**src/rtl/timer_pkg.sv**
```systemverilog
// Constants shared by the timer_8bit blocks: TCR bit positions and the widths of
// the prescaler and of its clock-select field.
package timer_pkg;
   localparam int TCR_LOAD_BIT = 7;
   localparam int TCR_EN_BIT   = 4;
   localparam int TCR_CKS_LSB  = 0;
   localparam int CKS_W        = 2;
   localparam int DIV_W        = 4;
endpackage

```
**src/rtl/clk_sel_sync.sv**
```systemverilog
// Holds the clock select in effect. A new select is accepted only while cleared or
// in the prescaler wrap cycle, so a change can never cut a divided pulse short.
module clk_sel_sync
   import timer_pkg::*;
#(
   parameter int DIV_W = timer_pkg::DIV_W,
   parameter int CKS_W = timer_pkg::CKS_W
) (
   input  logic             clk,
   input  logic             srst,
   input  logic             clr,
   input  logic [DIV_W-1:0] div_cnt,
   input  logic [CKS_W-1:0] cks_req,
   output logic [CKS_W-1:0] cks_active
);
   logic             wrap;
   logic [CKS_W-1:0] cks_active_d;
   logic [CKS_W-1:0] cks_active_q;

   // At the wrap every tap drops low on the same edge, making the switch glitch-free.
   assign wrap = &div_cnt;

   always_comb begin
      cks_active_d = cks_active_q;
      if (clr || wrap) begin
         cks_active_d = cks_req;
      end
   end

   always_ff @(posedge clk) begin
      if (srst) begin
         cks_active_q <= '0;
      end else begin
         cks_active_q <= cks_active_d;
      end
   end

   assign cks_active = cks_active_q;
endmodule

```
**src/rtl/clk_prescaler.sv**
```systemverilog
// Divides pclk by 2**(cks+1) for the 8-bit timer counter: a registered 50% duty
// clk_in plus a one-pclk clk_tick in the cycle clk_in rises.
module clk_prescaler #(
   parameter int DIV_W = timer_pkg::DIV_W,
   parameter int CKS_W = timer_pkg::CKS_W
) (
   input  logic             pclk,
   input  logic             preset,
   input  logic [7:0]       TCR,
   output logic             clk_in,
   output logic             clk_tick,
   output logic [CKS_W-1:0] cks_active,
   output logic [DIV_W-1:0] div_cnt
);
   import timer_pkg::*;

   logic             clr;
   logic             tap;
   logic [CKS_W-1:0] cks_req;
   logic [CKS_W-1:0] cks_active_w;
   logic [DIV_W-1:0] div_cnt_d;
   logic [DIV_W-1:0] div_cnt_q;
   logic             clk_in_d;
   logic             clk_in_q;
   logic             clk_tick_d;
   logic             clk_tick_q;
   logic             unused_tcr;

   assign unused_tcr = ^{TCR[6:5], TCR[3:2]};

   // Load holds the phase at zero so counting resumes aligned with the load release.
   assign clr     = ~TCR[TCR_EN_BIT] | TCR[TCR_LOAD_BIT];
   assign cks_req = TCR[TCR_CKS_LSB +: CKS_W];

   clk_sel_sync #(
      .DIV_W (DIV_W),
      .CKS_W (CKS_W)
   ) u_clk_sel_sync (
      .clk        (pclk),
      .srst       (preset),
      .clr        (clr),
      .div_cnt    (div_cnt_q),
      .cks_req    (cks_req),
      .cks_active (cks_active_w)
   );

   assign tap = div_cnt_q[cks_active_w];

   always_comb begin
      div_cnt_d  = div_cnt_q + DIV_W'(1);
      clk_in_d   = tap;
      clk_tick_d = ~clk_in_q & tap;
      if (clr) begin
         div_cnt_d  = '0;
         clk_in_d   = 1'b0;
         clk_tick_d = 1'b0;
      end
   end

   always_ff @(posedge pclk) begin
      if (preset) begin
         div_cnt_q  <= '0;
         clk_in_q   <= 1'b0;
         clk_tick_q <= 1'b0;
      end else begin
         div_cnt_q  <= div_cnt_d;
         clk_in_q   <= clk_in_d;
         clk_tick_q <= clk_tick_d;
      end
   end

   assign clk_in     = clk_in_q;
   assign clk_tick   = clk_tick_q;
   assign cks_active = cks_active_w;
   assign div_cnt    = div_cnt_q;
endmodule

```
**config.mk**
```make
export PLATFORM = sky130hd
export DESIGN_NAME = clk_prescaler
export DESIGN_NICKNAME = d
export VERILOG_FILES = /design/src/rtl/timer_pkg.sv /design/src/rtl/clk_sel_sync.sv /design/src/rtl/clk_prescaler.sv
export SDC_FILE = /design/constraint.sdc
export NUM_CORES = 1
export LEC_CHECK = 0
export ABC_AREA = 0
export CAP_MARGIN = 20
export CORE_AREA = 2 2 39 41
export CTS_CLUSTER_DIAMETER = 120
export DETAILED_ROUTE_END_ITERATION = 12
export DIE_AREA = 0 0 41 43
export MAX_ROUTING_LAYER = met4
export PLACE_DENSITY = 0.62
export SLEW_MARGIN = 10
export SYNTH_ARGS = -nofsm -noshare
export SYNTH_HDL_FRONTEND = slang
export SYNTH_SLANG_ARGS = --single-unit
```
**constraint.sdc**
```tcl
create_clock -name pclk -period 1.6 [get_ports pclk]
set_input_delay 0.16 -clock pclk [delete_from_list [all_inputs] [get_ports pclk]]
set_output_delay 0.16 -clock pclk [all_outputs]
set_load 0.02 [all_outputs]
```
==> metrics.cfg <==
[timing]
fmax_mhz = 693
min_period_over_period_pct = 90.2
relSlewSlack_pct = 83.4
skew_ns = 0.000459
post-route-min-period_ns = 1.44
rsz0062_at_grt = false
finalSetupViolCount = 0
worst_pin_slew_ns = 0.247
hold_viol_final = 0
tns_ns = 0
slew_viol_final = 0
layout_setup_ws_ns = 0.157

[clocking]
cts-resized-gates = 0
clockRootBuffer = clkbuf_4
clock_latency_ns = 0.25
path_clk_slew_ns = 0.05
post-cts-setup-buffer-count = 0
clock_sinks = 8
h-tree-depth = 1
cts_buffers = 3
cts_hold_buffers = 0
clockBufferDepth = 2
cts_tree = done

[critical_path]
worstSetupPathType = flop to primary output
end_kind = primary output
reg2reg_depth = 4
rrSetupSlack_ns = 0.31
cp_max_fo = 5
rr_startpoint = div_cnt[0]
endpoint = div_cnt[2]
crit_cells = 1
cp_data_required_time_ns = 1.44
startpoint = div_cnt[2]
cp_slowest_stage_delay_ns = 0.63
worst-path-buf-inv = 1
r2r_end = u_clk_sel_sync.cks_active[1]
critPathTopFamily = buffers and inverters
cp.arrival_ns = 1.28
slowest_stage = clkdlybuf4s50_1
critPathLaunchType = flop
cp_cell_sequence = clkdlybuf4s50_1

[floorplanning]
die_w_um = 41
fp.coreArea_um2 = 1380
start_util_pct = 24.1
fp.dieArea_um2 = 1760
ios = 18
row_count = 14
die_y_um = 43

[placed_design]
dp_hpwl_um = 464
portBuffers = 13
pre_cts_slack_ns = 0.227
globalplace.congestion = 0.661

[detailed_routing]
drc = 0
drt_pass1_iterations = 2
finalWirelength_um = 594
routed_via_density = 4.26
initialDrtViolationCount = 3
ant_nets = 0
wl_per_cell_um = 9.58
vias = 264

[logic_synthesis]
synth_fa_ha_area_share_pct = 3.75
synth_top_family_by_area = simple AND/OR/NAND/NOR gates
yosys.area_share.simple_pct = 25.5
syn-num-nets = 40
syn-cell-area_um2 = 334
yosysWarnings = 0
synth_xor_area_share_pct = 5.24
avgSynthCellArea_um2 = 11.5
synth.distinct_cells = 14
synth_compound_area_share_pct = 2.62
synthCells = 29
seq_area_frac_synth_pct = 47.9
muxShareOfSynthArea_pct = 12.7
synth-seq-cells = 8

[layout]
area_growth_pct = 53.9
antenna_cells = 0
drive_gt1_share_pct = 17.4
fin_nets = 59

[status]
outcome = finished, final reports clean

[pwr]
leakagePower_nw = 0.191
ir_worst_vdd_v = 0.000357
powerDensity_nw_per_um2 = 796

[global_route]
overflow = 0
grt_first_pass_wirelength_um = 972
grt_pass1_vias = 256
grtUsageTotal_pct = 8.81
antenna_found_initial = 0
grt_start_max_net_pins = 6

[hold_path]
min_path_type = flop to flop

[run]
maxCapViolations = 0

==> logic make-up after synthesis <==
group,after synthesis
buffers and inverters,2
flip-flops,8
multiplexers,3
adder cells (fa/ha/maj),1
XOR/XNOR,2
AND/OR/NAND/NOR,12
AO/OA/AOI/OAI,1
==> sequential cells by signal, summed over array words and instances (netlist names) <==
register,cells
u_clk_sel_sync.cks_active,2
clk_in,1
div_cnt,4
clk_tick,1
==> report_power, final <==
part / switching [mW] / leakage [nW] / internal [mW]
clock network: 0.0652 / 0.0138 / 0.0856
logic: 0.0180 / 0.112 / 0.0313
registers: 0.00488 / 0.0651 / 0.205
==> final cells by class <==
type | instances | area (um^2)
Fill cell | 151 | 870
Multi-Input combinational cell | 19 | 166
Sequential cell | 8 | 160
Timing Repair Buffer | 14 | 138
Clock buffer | 3 | 22.5
Tap cell | 16 | 20.0
Inverter | 2 | 7.51
==> worst min-delay path by stage <==
stage / startpoint / end / slack, ns / cells after the start
after floorplan: TCR[0] / u_clk_sel_sync.cks_active[0] / 0.31 / 2
after global placement: clk_in / clk_tick / 0.44 / 1
after detailed placement: clk_in / clk_tick / 0.45 / 1
after CTS: clk_in / clk_tick / 0.46 / 1
after global routing: clk_in / clk_tick / 0.48 / 1
final: clk_in / clk_tick / 0.46 / 1
==> cells in the final DEF, fill, tap and decap left out <==
cell type and n:
mux4_2 1, xor2_1 1, inv_1 2, nor2_1 4
ha_1 1, or2b_1 1, nand3_1 1, or3b_4 1
nand2b_1 3, xnor2_1 1, buf_4 1, mux2i_1 2
dfxtp_1 8, clkbuf_4 3, clkdlybuf4s50_1 13, a311oi_1 1
nor2b_4 2
==> cell usage after synthesis <==
cell | instances | area, um^2
a311oi_1 | 1 | 8.76
xor2_1 | 1 | 8.76
ha_1 | 1 | 12.5
dfxtp_1 | 8 | 160
mux4_2 | 1 | 22.5
nor2b_4 | 2 | 27.5
nand3_1 | 1 | 5.00
xnor2_1 | 1 | 8.76
nor2_1 | 4 | 15.0
nand2b_1 | 3 | 18.8
mux2i_1 | 2 | 20.0
inv_1 | 2 | 7.51
or3b_4 | 1 | 11.3
or2b_1 | 1 | 7.51
==> metal layers <==
layer	up-vias	GRT usage [%]	wire, um	share of wire (%)
li1	131	-	-	-
met1	122	9.87	242	41
met2	9	11.6	295	50
met3	2	7.85	50	8.4
met4	0	2.00	5	0.84
met5	-	-	0	0
==> through the flow <==
step	area [um^2]	std cells	hold slack [ns]	util, %	total power [mW]
2_1_floorplan	334	29	0.311	-	0.235
3_3_place_gp	492	59	0.441	35.5	0.263
3_5_place_dp	492	59	0.447	35.5	0.263
4_1_cts	514	62	0.462	37.2	0.419
5_1_grt	514	62	0.478	37.2	0.427
6_report	514	62	0.459	37.2	0.410
(Power assumes the default switching activity.)
